--- src/rtl/tl_mon_pkg.sv ---
// Shared definitions for the TileLink in-flight monitor: opcodes, error codes
// and the beats-per-message helper.
package tl_mon_pkg;

  localparam logic [2:0] A_PUT_FULL        = 3'd0;
  localparam logic [2:0] A_PUT_PARTIAL     = 3'd1;
  localparam logic [2:0] A_GET             = 3'd4;
  localparam logic [2:0] D_ACCESS_ACK      = 3'd0;
  localparam logic [2:0] D_ACCESS_ACK_DATA = 3'd1;

  typedef enum logic [2:0] {
    ERR_NONE           = 3'd0,
    ERR_ILLEGAL_OPCODE = 3'd1,
    ERR_DUP_SOURCE     = 3'd2,
    ERR_A_BURST_CHANGE = 3'd3,
    ERR_UNEXPECTED_D   = 3'd4,
    ERR_RESP_MISMATCH  = 3'd5,
    ERR_D_BURST_CHANGE = 3'd6
  } err_e;

  // Single-beat opcodes always take one beat regardless of size.
  function automatic int unsigned beat_count(input int unsigned size,
                                             input logic        multi,
                                             input int unsigned beat_log2);
    if (multi && (size > beat_log2)) return 32'd1 << (size - beat_log2);
    return 32'd1;
  endfunction

endpackage

--- src/rtl/tl_beat_counter.sv ---
// Per-channel beat tracker: flags first/last beat of a message and holds the
// opcode/size/source captured on its first beat.
module tl_beat_counter
  import tl_mon_pkg::*;
#(
  parameter int unsigned SIZE_W   = 4,
  parameter int unsigned SOURCE_W = 4,
  parameter int unsigned CNT_W    = 16
) (
  input  logic                clock,
  input  logic                reset_n,
  input  logic                fire,
  input  logic [CNT_W-1:0]    beats,
  input  logic [2:0]          opcode,
  input  logic [SIZE_W-1:0]   size,
  input  logic [SOURCE_W-1:0] source,
  output logic                first,
  output logic                last,
  output logic [2:0]          lat_opcode,
  output logic [SIZE_W-1:0]   lat_size,
  output logic [SOURCE_W-1:0] lat_source
);

  // Beats still owed after the current one; zero means idle.
  logic [CNT_W-1:0] remaining;

  assign first = (remaining == '0);
  assign last  = first ? (beats == CNT_W'(1)) : (remaining == CNT_W'(1));

  always_ff @(posedge clock or negedge reset_n) begin
    if (!reset_n) begin
      remaining  <= '0;
      lat_opcode <= '0;
      lat_size   <= '0;
      lat_source <= '0;
    end else if (fire) begin
      if (first) begin
        remaining  <= beats - CNT_W'(1);
        lat_opcode <= opcode;
        lat_size   <= size;
        lat_source <= source;
      end else begin
        remaining <= remaining - CNT_W'(1);
      end
    end
  end

endmodule

--- src/rtl/tl_inflight_monitor.sv ---
// TileLink A/D protocol monitor: tracks outstanding sources, checks responses
// and burst consistency, and captures the first error plus a saturating count.
module tl_inflight_monitor
  import tl_mon_pkg::*;
#(
  parameter int unsigned SOURCE_W  = 4,
  parameter int unsigned SIZE_W    = 4,
  parameter int unsigned BEAT_LOG2 = 2
) (
  input  logic                clock,
  input  logic                reset_n,
  input  logic                a_valid,
  input  logic                a_ready,
  input  logic [2:0]          a_opcode,
  input  logic [SIZE_W-1:0]   a_size,
  input  logic [SOURCE_W-1:0] a_source,
  input  logic                d_valid,
  input  logic                d_ready,
  input  logic [2:0]          d_opcode,
  input  logic [SIZE_W-1:0]   d_size,
  input  logic [SOURCE_W-1:0] d_source,
  input  logic                clear_err,
  output logic                err_valid,
  output logic [2:0]          err_code,
  output logic [SOURCE_W-1:0] err_source,
  output logic [7:0]          err_count,
  output logic [SOURCE_W:0]   inflight_count
);

  localparam int unsigned NSRC  = 1 << SOURCE_W;
  localparam int unsigned CNT_W = 1 << SIZE_W;

  logic a_fire, d_fire, a_multi, d_multi, a_legal;
  logic a_first, a_last, d_first, d_last;
  logic [CNT_W-1:0]    a_beats, d_beats;
  logic [2:0]          a_lat_opcode, d_lat_opcode;
  logic [SIZE_W-1:0]   a_lat_size, d_lat_size;
  logic [SOURCE_W-1:0] a_lat_source, d_lat_source;
  logic                unused_a_last;

  assign a_fire  = a_valid && a_ready;
  assign d_fire  = d_valid && d_ready;
  assign a_multi = (a_opcode == A_PUT_FULL) || (a_opcode == A_PUT_PARTIAL);
  assign d_multi = (d_opcode == D_ACCESS_ACK_DATA);
  assign a_legal = a_multi || (a_opcode == A_GET);
  assign a_beats = CNT_W'(beat_count(32'(a_size), a_multi, BEAT_LOG2));
  assign d_beats = CNT_W'(beat_count(32'(d_size), d_multi, BEAT_LOG2));
  assign unused_a_last = a_last;

  tl_beat_counter #(.SIZE_W(SIZE_W), .SOURCE_W(SOURCE_W), .CNT_W(CNT_W)) u_a_beats (
    .clock(clock), .reset_n(reset_n), .fire(a_fire), .beats(a_beats),
    .opcode(a_opcode), .size(a_size), .source(a_source),
    .first(a_first), .last(a_last),
    .lat_opcode(a_lat_opcode), .lat_size(a_lat_size), .lat_source(a_lat_source)
  );

  tl_beat_counter #(.SIZE_W(SIZE_W), .SOURCE_W(SOURCE_W), .CNT_W(CNT_W)) u_d_beats (
    .clock(clock), .reset_n(reset_n), .fire(d_fire), .beats(d_beats),
    .opcode(d_opcode), .size(d_size), .source(d_source),
    .first(d_first), .last(d_last),
    .lat_opcode(d_lat_opcode), .lat_size(d_lat_size), .lat_source(d_lat_source)
  );

  logic [NSRC-1:0]   inflight, inflight_clr, inflight_nxt;
  logic [2:0]        rec_resp [NSRC];
  logic [SIZE_W-1:0] rec_size [NSRC];
  logic              a_set;

  assign a_set = a_fire && a_first && a_legal;

  // D-last clear is applied before the A-first set so a same-cycle reuse ends set.
  always_comb begin
    inflight_clr = inflight;
    if (d_fire && d_last) inflight_clr[d_source] = 1'b0;
    inflight_nxt = inflight_clr;
    if (a_set) inflight_nxt[a_source] = 1'b1;
  end

  logic [6:1]        flags;
  logic [2:0]        n_err;
  err_e              new_code;
  logic [SOURCE_W-1:0] new_source;
  logic [8:0]        count_sum;
  logic [SOURCE_W:0] pop_nxt;

  always_comb begin
    flags    = '0;
    flags[1] = a_fire && a_first && !a_legal;
    flags[2] = a_set && inflight_clr[a_source];
    flags[3] = a_fire && !a_first &&
               ((a_opcode != a_lat_opcode) || (a_size != a_lat_size) ||
                (a_source != a_lat_source));
    flags[4] = d_fire && d_first && !inflight[d_source];
    flags[5] = d_fire && d_first && inflight[d_source] &&
               ((d_opcode != rec_resp[d_source]) || (d_size != rec_size[d_source]));
    flags[6] = d_fire && !d_first &&
               ((d_opcode != d_lat_opcode) || (d_size != d_lat_size) ||
                (d_source != d_lat_source));

    n_err      = '0;
    new_code   = ERR_NONE;
    new_source = '0;
    // Descending scan so the lowest raised code is the one left standing.
    for (int unsigned i = 6; i >= 1; i--) begin
      n_err = n_err + 3'(flags[i]);
      if (flags[i]) begin
        new_code   = err_e'(3'(i));
        new_source = (i <= 3) ? a_source : d_source;
      end
    end
    count_sum = {1'b0, err_count} + 9'(n_err);

    pop_nxt = '0;
    for (int unsigned i = 0; i < NSRC; i++) pop_nxt = pop_nxt + (SOURCE_W+1)'(inflight_nxt[i]);
  end

  err_e err_code_q;
  assign err_code = err_code_q;

  always_ff @(posedge clock or negedge reset_n) begin
    if (!reset_n) begin
      inflight       <= '0;
      inflight_count <= '0;
      err_valid      <= 1'b0;
      err_code_q     <= ERR_NONE;
      err_source     <= '0;
      err_count      <= '0;
      for (int unsigned i = 0; i < NSRC; i++) begin
        rec_resp[i] <= '0;
        rec_size[i] <= '0;
      end
    end else begin
      inflight       <= inflight_nxt;
      inflight_count <= pop_nxt;
      if (a_set) begin
        rec_resp[a_source] <= (a_opcode == A_GET) ? D_ACCESS_ACK_DATA : D_ACCESS_ACK;
        rec_size[a_source] <= a_size;
      end
      if ((n_err != '0) && (!err_valid || clear_err)) begin
        err_valid  <= 1'b1;
        err_code_q <= new_code;
        err_source <= new_source;
      end else if (clear_err) begin
        err_valid <= 1'b0;
      end
      err_count <= count_sum[8] ? 8'hFF : count_sum[7:0];
    end
  end

endmodule

--- config.mk ---
export PLATFORM = sky130hd
export DESIGN_NAME = tl_inflight_monitor
export DESIGN_NICKNAME = d
export VERILOG_FILES = /design/src/rtl/tl_mon_pkg.sv /design/src/rtl/tl_beat_counter.sv /design/src/rtl/tl_inflight_monitor.sv
export SDC_FILE = /design/constraint.sdc
export NUM_CORES = 1
export LEC_CHECK = 0
export ABC_AREA = 1
export CORE_ASPECT_RATIO = 0.6
export CORE_MARGIN = 3
export CORE_UTILIZATION = 62
export DETAILED_ROUTE_END_ITERATION = 6
export PLACE_DENSITY = 0.81
export SLEW_MARGIN = 20
export SYNTH_ARGS = -nofsm -noshare
export SYNTH_HDL_FRONTEND = slang
export SYNTH_HIERARCHICAL = 1
export SYNTH_SLANG_ARGS = --single-unit
--- constraint.sdc ---
create_clock -name clock -period 7.2 [get_ports clock]
set_clock_uncertainty 0.05 [all_clocks]
set_input_delay 1.8 -clock clock [delete_from_list [all_inputs] [get_ports clock]]
set_output_delay 1.8 -clock clock [all_outputs]
set_load 0.005 [all_outputs]
==> impl_table.tex, run 1 <==
\begin{tabular}{lr}
\hline
Metric & Value \\
\hline
\multicolumn{2}{l}{\textbf{Outcome}} \\
Outcome & complete, no violations \\
\multicolumn{2}{l}{\textbf{Worst setup path}} \\
Worst path slowest cell & sky130\_fd\_sc\_hd\_\_fa\_1 \\
Maximum cell stage delay along the critical path & 0.49 ns \\
Crit path buf inv count & 11 \\
Startpoint type of the worst setup path & primary input \\
Required @ worst endpoint & 7.47 ns \\
Critical Path AT & about 7.4 ns \\
Delay-heaviest family, CP & adder cells \\
Biggest fanout along the worst timing path & 8 \\
Critical path type & in -> reg \\
Timing startpoint of the critical path & d\_size[2] \\
Most frequent CP cell & sky130\_fd\_sc\_hd\_\_nor2\_1 \\
Reg2Reg Launch Point & u\_d\_beats/remaining[0] \\
Crit end category & register \\
\multicolumn{2}{l}{\textbf{Finish}} \\
Synthesis-to-finish area growth & 17.6\% \\
Final Util & 0.762 \\
Share of layout cells above drive strength 1 & 0.139 \\
Most frequent cells in the layout & 670 x sky130\_fd\_sc\_hd\_\_nand2\_1, 171 x sky130\_fd\_sc\_hd\_\_dfrtp\_1, 146 x sky130\_fd\_sc\_hd\_\_nor2\_1 \\
Leading cell type in the layout, fill and taps excluded & sky130\_fd\_sc\_hd\_\_nand2\_1 \\
Number of filler instances in the final layout & 1311 \\
Number of nets in the final layout & 1809 \\
Number of cells in the finished layout apart from fillers & 1993 \\
\multicolumn{2}{l}{\textbf{Power}} \\
Pleak & 6.99 nW \\
Max IR drop VDD & 0.000184 V \\
Power consumption & about 0.0029 W \\
Total power density per cell area & approximately 210 nW/um\^{}2 \\
\multicolumn{2}{l}{\textbf{Die}} \\
Starting utilization of the core area & 0.648 \\
Die X-Extent & $\sim$180 um \\
Floorplan core area & 17500 sq um \\
Number of top-level pins & 50 \\
Core Rows & 37 \\
Die H & approximately 110 um \\
Floorplan die area & 20000 sq um \\
\multicolumn{2}{l}{\textbf{Timing}} \\
Final Critical Period & 7.10 ns \\
Total Neg Setup Slack & 0 ns \\
FMAX & 0.141 GHz \\
Worst slew pin tran & 0.818 ns \\
Final setup violating endpoints & 0 \\
Fin. Hold Viols & 0 \\
Hold Worst Slack & 0.437 ns \\
Fraction of the cycle the final worst path needs & 0.986 \\
Final max-slew violation count & 0 \\
Worst slew margin relative to its limit & 0.455 \\
\multicolumn{2}{l}{\textbf{Yosys}} \\
Post-Syn Area per Cell & just under 7 sq um \\
Yosys warning total & 6 \\
Net count after synthesis & 1706 \\
Cell area after synthesis & about 11000 sq um \\
Gate Count Post-Synth & roughly 1600 \\
\multicolumn{2}{l}{\textbf{Drt}} \\
Routed Wire Length & $\sim$32000 um \\
Via count & between 10000 and 15000 \\
Drc violations & 0 \\
First-iteration detailed-routing DRC count & 1467 \\
Average via count per standard cell & 5.66 \\
Drt wl/cell & 16.2 um \\
First-pass detailed-route iteration total & 6 \\
Post-route antenna net violation count & 0 \\
\multicolumn{2}{l}{\textbf{Global route}} \\
Maximum number of pins on one net before global-route repair & 67 \\
Total overflow reported by the global router & 0 \\
Total routing usage reported by global routing & 0.324 \\
Number of antenna violations at the first check in global routing & 1 \\
Via count of the first global-routing pass & between 10000 and 15000 \\
Global-route wire length before repair & 53000 um \\
\multicolumn{2}{l}{\textbf{Clocking}} \\
Clk\_lat worst skew & 0.44 ns \\
Root Buffer & sky130\_fd\_sc\_hd\_\_clkbuf\_16 \\
Clock-pin slew of the registers on the worst-case setup and hold paths & 0.07 ns \\
Clock tree from TritonCTS & built \\
Clock Path Buffers & 2 \\
Hold-fix buffers, CTS & 0 \\
\# clock sinks & 171 \\
Clock H-tree levels & 4 \\
Number of buffers inserted during clock tree synthesis & 17 \\
\multicolumn{2}{l}{\textbf{Placed design}} \\
Count of port buffers added during placement & 49 \\
Total placed cells including tap cells & 1949 \\
Routability Congestion & 0.974 \\
Post-detailed-placement half-perimeter wirelength & 22700 um \\
\multicolumn{2}{l}{\textbf{Min path}} \\
Type of the tightest min-delay check & reg -> reg \\
Startpoint of the tightest hold check path & rec\_resp[24] \\
\multicolumn{2}{l}{\textbf{Flow run}} \\
Max-cap check violation count & 0 \\
\hline
\end{tabular}
worst paths after layout:
check / endpoint / slack (ns) / cells past startpoint
worst max register to register: err_source[1] / 1.61 / 29
worst min-delay path: rec_resp[24] / 0.44 / 2
worst min register to register: rec_resp[24] / 0.44 / 2
worst max-delay path: err_source[1] / 0.10 / 35
min in group asynchronous: rec_size[48] / 1.24 / 1
max in group asynchronous: rec_size[7] / 4.68 / 2
repair_timing:
action                     4_1_cts  5_1_grt
setup buffers                    5        5
setup endpoints to repair       11       20
resized for setup               20       39
pin swaps                       20       25
gates cloned                     1        0
worst register-to-register path: cells and delay by family (launching register included):
family,cells,cell delay [ns]
buffers and inverters,9,1.11
flip-flops,1,0.40
AND/OR/NAND/NOR,12,1.35
adder cells (fa/ha/maj),5,1.81
AO/OA/AOI/OAI,3,0.76
metrics by stage:
step | cell area [sq um] | setup slack [ns]
2_1_floorplan | 11400 | 0.0132
3_3_place_gp | 12500 | -0.526
3_5_place_dp | 12500 | -0.747
4_1_cts | 13200 | 0.0637
5_1_grt | 13400 | -0.0984
6_report | 13400 | 0.101
sequential cells by signal, indices dropped and copies added (netlist names), 3 cells and up:
name / count
u_d_beats/remaining: 16
u_a_beats/lat_size: 4
u_d_beats/lat_size: 4
err_code: 3
inflight_count: 5
u_a_beats/lat_opcode: 3
rec_resp: 16
u_a_beats/remaining: 16
inflight: 16
u_d_beats/lat_source: 4
err_source: 4
u_d_beats/lat_opcode: 3
err_count: 8
rec_size: 64
u_a_beats/lat_source: 4
power breakdown:
group	internal, W	switching [W]
clock network	0.000555	0.000420
logic	0.000289	0.000450
registers	0.00105	0.000107
total	0.00189	0.000977
routing by layer:
metal | up-vias | GRT usage | share of wire
met4 | 0 | 0.0787 | 0.015
met1 | 5276 | 0.485 | 0.45
met3 | 49 | 0.101 | 0.11
met2 | 557 | 0.457 | 0.42
met5 | - | 0 | 0
li1 | 5399 | - | -
cell type report:
cell class,count,area [sq um],area share
inverters,139,529,0.0396
repair buffers,142,1220,0.0917
multi-input cells,1274,6420,0.481
clock inverters,14,183,0.0137
diodes,1,2.50,0.000187
flip-flops and latches,171,4280,0.320
well taps,234,293,0.0219
clock buffers,18,429,0.0321
(Power assumes the default switching activity.)
==> run 2: changes to the inputs <==
--- a/config.mk
+++ b/config.mk
@@ -7,7 +7,7 @@
 export LEC_CHECK = 0
 export ABC_AREA = 1
 export CORE_ASPECT_RATIO = 0.6
-export CORE_MARGIN = 3
+export CORE_MARGIN = 1.5
 export CORE_UTILIZATION = 62
 export DETAILED_ROUTE_END_ITERATION = 6
 export PLACE_DENSITY = 0.81
==> run 2 against run 1 <==
  * Sequential cell count is the same
  * Worst setup slack worse by 0.040 ns
  * Register-to-register slack about the same
  * Via count grew 2.3%
  * Die area shrank 4.3%
  * Clock power fell by 1%
==> impl_table.tex, run 2 (synthesis gave the netlist of run 1 again) <==
\begin{tabular}{lr}
\hline
Metric & Value \\
\hline
\multicolumn{2}{l}{\textbf{Clocking}} \\
Root Buffer & sky130\_fd\_sc\_hd\_\_clkbuf\_16 \\
\# clock sinks & between 150 and 200 \\
Clock H-tree levels & 4 \\
Clock tree from TritonCTS & built \\
Number of buffers inserted during clock tree synthesis & 17 \\
Clock-pin slew of the registers on the worst-case setup and hold paths & $\sim$0.070 ns \\
Clock Path Buffers & 2 \\
Clk\_lat worst skew & 0.45 ns \\
Hold-fix buffers, CTS & 0 \\
\multicolumn{2}{l}{\textbf{Worst setup path}} \\
Maximum cell stage delay along the critical path & between 0.3 and 0.4 ns \\
Crit end category & register \\
Biggest fanout along the worst timing path & 6 \\
Critical Path AT & about 7.4 ns \\
Critical path type & in -> reg \\
Most frequent CP cell & sky130\_fd\_sc\_hd\_\_buf\_4 \\
Startpoint type of the worst setup path & primary input \\
Required @ worst endpoint & roughly 7.5 ns \\
Worst path slowest cell & sky130\_fd\_sc\_hd\_\_a311oi\_4 \\
\multicolumn{2}{l}{\textbf{Timing}} \\
Final max-slew violation count & 0 \\
Fraction of the cycle the final worst path needs & 0.991 \\
FMAX & 0.140 GHz \\
Final Critical Period & between 7 and 8 ns \\
Hold Worst Slack & 0.434 ns \\
Worst setup slack after layout & 0.0614 ns \\
Worst slew margin relative to its limit & 0.389 \\
Final setup violating endpoints & 0 \\
Worst slew pin tran & 0.916 ns \\
Fin. Hold Viols & 0 \\
\multicolumn{2}{l}{\textbf{Finish}} \\
Leading cell type in the layout, fill and taps excluded & sky130\_fd\_sc\_hd\_\_nand2\_1 \\
Non-Filler Cell Area, Final & between 10000 and 15000 sq um \\
Synthesis-to-finish area growth & 19.9\% \\
Final Util & 0.756 \\
Largest register FFs & 64 \\
Share of layout cells above drive strength 1 & 0.159 \\
Number of cells in the finished layout apart from fillers & roughly 2000 \\
Largest reg by FF count & rec\_size \\
Ant. Diodes & 0 \\
Number of filler instances in the final layout & 1386 \\
Most frequent cells in the layout & 667 x sky130\_fd\_sc\_hd\_\_nand2\_1, 171 x sky130\_fd\_sc\_hd\_\_dfrtp\_1, 137 x sky130\_fd\_sc\_hd\_\_nor2\_1 \\
Number of nets in the final layout & between 1500 and 2000 \\
\multicolumn{2}{l}{\textbf{Power}} \\
Total power density per cell area & 210 nW/um\^{}2 \\
Max IR drop VDD & 0.000180 V \\
Pleak & just over 7 nW \\
\multicolumn{2}{l}{\textbf{Placed design}} \\
Total placed cells including tap cells & 1958 \\
Count of port buffers added during placement & 49 \\
Post-detailed-placement half-perimeter wirelength & around 23000 um \\
Post-placement cell area & between 10000 and 15000 sq um \\
Routability Congestion & a little over 1 \\
Worst setup slack after placement & -0.761 ns \\
\multicolumn{2}{l}{\textbf{Die}} \\
Floorplan core area & 18000 sq um \\
Die H & 108 um \\
Core Rows & 38 \\
Floorplan die area & 19200 sq um \\
Die X-Extent & 178 um \\
Starting utilization of the core area & 0.631 \\
Number of top-level pins & 50 \\
\multicolumn{2}{l}{\textbf{Global route}} \\
Total overflow reported by the global router & 0 \\
Global-route wire length before repair & approximately 54000 um \\
Via count of the first global-routing pass & 10500 \\
Maximum number of pins on one net before global-route repair & 73 \\
Total routing usage reported by global routing & 0.369 \\
Number of antenna violations at the first check in global routing & 0 \\
\multicolumn{2}{l}{\textbf{Drt}} \\
Via count & 11500 \\
Post-route antenna net violation count & 0 \\
Average via count per standard cell & between 5 and 6 \\
Drt wl/cell & 16.9 um \\
First-iteration detailed-routing DRC count & 1413 \\
First-pass detailed-route iteration total & 6 \\
Drc violations & 0 \\
Routed Wire Length & 34200 um \\
\multicolumn{2}{l}{\textbf{Flow run}} \\
Max-cap check violation count & 0 \\
\multicolumn{2}{l}{\textbf{Min path}} \\
Type of the tightest min-delay check & reg -> reg \\
\multicolumn{2}{l}{\textbf{Outcome}} \\
Outcome & complete, no violations \\
\hline
\end{tabular}
==> run 2: path summary, 6_finish.rpt <==
check | start | endpoint | slack (ns) | cells past startpoint
min reg2reg | err_code[2] | err_code[2] | 0.43 | 2
min in group asynchronous | reset_n | inflight[7] | 1.21 | 1
max reg2reg | u_d_beats/remaining[0] | err_count[7] | 1.61 | 30
max in group asynchronous | reset_n | u_a_beats/lat_size[0] | 4.64 | 2
max | d_size[2] | u_d_beats/remaining[6] | 0.06 | 42
min | err_code[2] | err_code[2] | 0.43 | 2
==> run 2: worst max-delay path: cells and delay by family <==
family	cells	cell delay, ns
buffers and inverters	30	3.65
adder cells (fa/ha/maj)	3	0.53
AO/OA/AOI/OAI	3	0.65
AND/OR/NAND/NOR	6	0.78
==> run 2: layout make-up <==
type | instances | area (sq um) | area share
Multi-Input combinational cell | 1274 | 6480 | 0.476
Timing Repair Buffer | 171 | 1430 | 0.105
Tap cell | 240 | 300 | 0.0220
Clock inverter | 13 | 155 | 0.0114
Inverter | 139 | 534 | 0.0392
Sequential cell | 171 | 4280 | 0.314
Clock buffer | 19 | 443 | 0.0325
==> run 2: power breakdown <==
group,internal [W],switching (W),leakage [nW]
Clock,0.000531,0.000432,0.294
Combinational,0.000285,0.000461,4.50
Sequential,0.00105,0.000110,2.31
Total,0.00186,0.00100,7.11
==> run 2: repair_timing <==
| action | CTS | global route |
|---|---|---|
| gates resized for setup | 16 | 68 |
| gates cloned | 1 | 0 |
| pin swaps | 15 | 35 |
| setup endpoints to repair | 11 | 25 |
| setup buffers | 31 | 8 |
==> run 2: through the flow <==
| step | total power [W] | TNS (ns) |
|---|---|---|
| detailed placement | 0.00186 | -10.14 |
| global route | 0.00301 | -0.0667 |
| finish | 0.00287 | 0 |
| CTS | 0.00283 | 0 |
| floorplan | 0.00162 | 0 |
| global placement | 0.00184 | -6.34 |
==> run 2: layer usage <==
layer / vias to the layer above / GRT usage / part of all wire
met5: - / 0 / 0
met4: 0 / 0.0954 / 0.023
met3: 80 / 0.104 / 0.12
met2: 664 / 0.532 / 0.42
met1: 5358 / 0.541 / 0.44
li1: 5437 / - / -
==> run 3: changes to the inputs <==
--- a/config.mk
+++ b/config.mk
@@ -10,6 +10,7 @@
 export CORE_MARGIN = 1.5
 export CORE_UTILIZATION = 62
 export DETAILED_ROUTE_END_ITERATION = 6
+export GPL_TIMING_DRIVEN = 0
 export PLACE_DENSITY = 0.81
 export SLEW_MARGIN = 20
 export SYNTH_ARGS = -nofsm -noshare
==> run 3 against run 2 <==
  * The run now ends with negative setup slack left
  * Sequential share of layout area is 0.78 points higher
  * Via count is 2.7% lower
  * Cell count is 2.1% lower
  * Routed wire length is 3.4% lower
  * Critical path depth is 7 lower
  * Register-to-register slack worse by 0.43 ns
  * First-iteration DRC count is 2.9% lower
  * Sequential cell count stayed put
  * Combinational power is 2% lower
  * Maximum frequency is 1.1% lower
  * Core utilization is 1.8 points lower
  * Critical path type unchanged
  * Hold slack better by 0.0012 ns
  * Highest routed layer unchanged
==> impl_table.tex, run 3 (synthesis gave the netlist of run 1 again) <==
\begin{tabular}{lr}
\hline
Metric & Value \\
\hline
\multicolumn{2}{l}{\textbf{Outcome}} \\
Outcome & finished with violations \\
Violated checks & negative setup slack \\
\multicolumn{2}{l}{\textbf{Timing}} \\
Worst setup slack after layout & -0.0182 ns \\
Worst slew margin relative to its limit & 0.503 \\
Final max-slew violation count & 0 \\
Fraction of the cycle the final worst path needs & 1.00 \\
Unrepaired setup endpoints after global routing & true \\
Fin. Hold Viols & 0 \\
Final Critical Period & 7.22 ns \\
Total Neg Setup Slack & -0.0394 ns \\
Final setup violating endpoints & 3 \\
FMAX & 0.139 GHz \\
Worst slew pin tran & approximately 0.75 ns \\
\multicolumn{2}{l}{\textbf{Clocking}} \\
Root Buffer & sky130\_fd\_sc\_hd\_\_clkbuf\_16 \\
Clock H-tree levels & 4 \\
Clk\_lat worst skew & around 0.44 ns \\
Hold-fix buffers, CTS & 0 \\
Clock-pin slew of the registers on the worst-case setup and hold paths & approximately 0.07 ns \\
Clock tree from TritonCTS & built \\
Number of buffers inserted during clock tree synthesis & 17 \\
\# clock sinks & 171 \\
Clock Path Buffers & 2 \\
\multicolumn{2}{l}{\textbf{Finish}} \\
Number of nets in the final layout & $\sim$1800 \\
Largest reg by FF count & rec\_size \\
Most frequent cells in the layout & 672 x sky130\_fd\_sc\_hd\_\_nand2\_1, 171 x sky130\_fd\_sc\_hd\_\_dfrtp\_1, 132 x sky130\_fd\_sc\_hd\_\_nor2\_1 \\
Leading cell type in the layout, fill and taps excluded & sky130\_fd\_sc\_hd\_\_nand2\_1 \\
Number of filler instances in the final layout & around 1400 \\
Area taken by multi-input logic gates & approximately 6500 sq um \\
Number of cells in the finished layout apart from fillers & 1985 \\
Synthesis-to-finish area growth & 17.0\% \\
Non-Filler Cell Area, Final & 13300 sq um \\
Register Area & 4280 sq um \\
Largest register FFs & 64 \\
Share of layout cells above drive strength 1 & 0.124 \\
Ant. Diodes & 0 \\
\multicolumn{2}{l}{\textbf{Global route}} \\
Global-route track usage on met3 & 0.104 \\
GR met2 Demand/Resource & 0.514 \\
Maximum number of pins on one net before global-route repair & 90 \\
Number of antenna violations at the first check in global routing & 0 \\
GRT Max-Usage Layer & met1 \\
Global routing met1 resource utilization & 0.534 \\
Total overflow reported by the global router & 0 \\
Global-route wire length before repair & roughly 53000 um \\
Total routing usage reported by global routing & 0.361 \\
Via count of the first global-routing pass & 10300 \\
\multicolumn{2}{l}{\textbf{Power}} \\
Total power density per cell area & 217 nW/um\^{}2 \\
Max IR drop VDD & 0.000183 V \\
Combinational group share of total power & 0.253 \\
Part of the power in registers & 0.401 \\
Pleak & around 7 nW \\
Internal Pwr Total & just under 0.002 W \\
Switching share of power & 0.333 \\
Total net switching power & approximately 0.00096 W \\
Clock Power Share & 0.346 \\
Power consumption & about 0.0029 W \\
\multicolumn{2}{l}{\textbf{Drt}} \\
Average via count per standard cell & 5.65 \\
Drc violations & 0 \\
First-iteration detailed-routing DRC count & 1372 \\
Routed Wire Length & 33100 um \\
Via count & 11200 \\
First-pass detailed-route iteration total & 6 \\
Drt wl/cell & $\sim$17 um \\
Post-route antenna net violation count & 0 \\
\multicolumn{2}{l}{\textbf{Min path}} \\
Number of stages on the worst hold path & 2 \\
Type of the tightest min-delay check & reg -> reg \\
\multicolumn{2}{l}{\textbf{Placed design}} \\
Worst setup slack after placement & -1.49 ns \\
Count of port buffers added during placement & slightly below 50 \\
Post-placement cell area & 12200 sq um \\
Post-detailed-placement half-perimeter wirelength & 23500 um \\
Routability Congestion & 0.973 \\
Total placed cells including tap cells & 1932 \\
\multicolumn{2}{l}{\textbf{Worst setup path}} \\
Most frequent CP cell & sky130\_fd\_sc\_hd\_\_nor2\_4 \\
Critical Path AT & 7.54 ns \\
Maximum cell stage delay along the critical path & around 0.60 ns \\
Critical path type & in -> reg \\
Biggest fanout along the worst timing path & 7 \\
Startpoint type of the worst setup path & primary input \\
Required @ worst endpoint & between 7 and 8 ns \\
Crit end category & register \\
Worst path slowest cell & sky130\_fd\_sc\_hd\_\_fa\_2 \\
Worst Reg-to-Reg Cells & 23 \\
\multicolumn{2}{l}{\textbf{Die}} \\
Number of top-level pins & 50 \\
Floorplan die area & 19200 sq um \\
Die X-Extent & 178 um \\
Core Rows & 38 \\
Floorplan core area & 18000 sq um \\
Starting utilization of the core area & 0.631 \\
Die H & 108 um \\
\multicolumn{2}{l}{\textbf{Flow run}} \\
Max-cap check violation count & 0 \\
\hline
\end{tabular}
-- run 3: cell count changes in the layout (fill, tap and decap cells not counted), sizes merged --
| cell | previous run | this run |
|---|---|---|
| buf | 126 | 52 |
| inv | 143 | 136 |
| bufinv | 2 | 4 |
| clkbuf | 20 | 58 |
| clkdlybuf4s50 | 40 | 41 |
| dlymetal6s2s | 4 | 0 |
| clkinvlp | 1 | 3 |
-- run 3: power groups by stage --
stage / clock, W / sequential, W / combinational, W
detailed placement: 0 / 0.00117 / 0.000684
CTS: 0.00100 / 0.00115 / 0.000697
finish: 0.00100 / 0.00116 / 0.000732
global route: 0.00104 / 0.00117 / 0.000816
floorplan: 0 / 0.00115 / 0.000473
global placement: 0 / 0.00117 / 0.000663
-- run 3: metrics by stage --
stage                util  hold slack (ns)
global placement    0.677            0.416
CTS                 0.724            0.439
floorplan               -            0.403
global route        0.738            0.457
finish              0.738            0.435
detailed placement  0.679            0.422
-- run 3: worst paths after layout --
check	start	to	slack, ns
max	d_size[1]	err_count[3]	-0.02
min	rec_size[45]	rec_size[45]	0.43
max reg2reg	u_a_beats/remaining[0]	inflight_count[2]	1.18
min reg2reg	rec_size[45]	rec_size[45]	0.43
max in group asynchronous	reset_n	u_a_beats/lat_size[2]	4.98
min in group asynchronous	reset_n	inflight_count[4]	1.27
-- run 3: cell type report --
| type | instances | share of cell area |
|---|---|---|
| Clock buffer | 20 | 0.0343 |
| Clock inverter | 10 | 0.0125 |
| Timing Repair Buffer | 74 | 0.0545 |
| Multi-Input combinational cell | 1274 | 0.488 |
| Inverter | 139 | 0.0410 |
| Buffer | 57 | 0.0254 |
| Tap cell | 240 | 0.0226 |
| Sequential cell | 171 | 0.322 |
-- run 3: what timing repair did --
| action | in CTS | in global routing |
|---|---|---|
| buffers inserted | 7 | 16 |
| gates cloned | 1 | 0 |
| resized for setup | 46 | 63 |
| setup endpoints to repair | 21 | 20 |
| pin swaps | 20 | 38 |
-- run 3: worst max-delay path, delay by kind of cell --
kind,cells,cell delay (ns)
buffers and inverters,8,0.69
adder cells (fa/ha/maj),7,2.55
AO/OA/AOI/OAI,2,0.40
AND/OR/NAND/NOR,18,2.07
-- run 3: layer usage --
layer | up-vias | routed length (um)
li1 | 5370 | -
met1 | 5215 | 15000
met2 | 595 | 13700
met3 | 42 | 3940
met4 | 0 | 415
met5 | - | 0
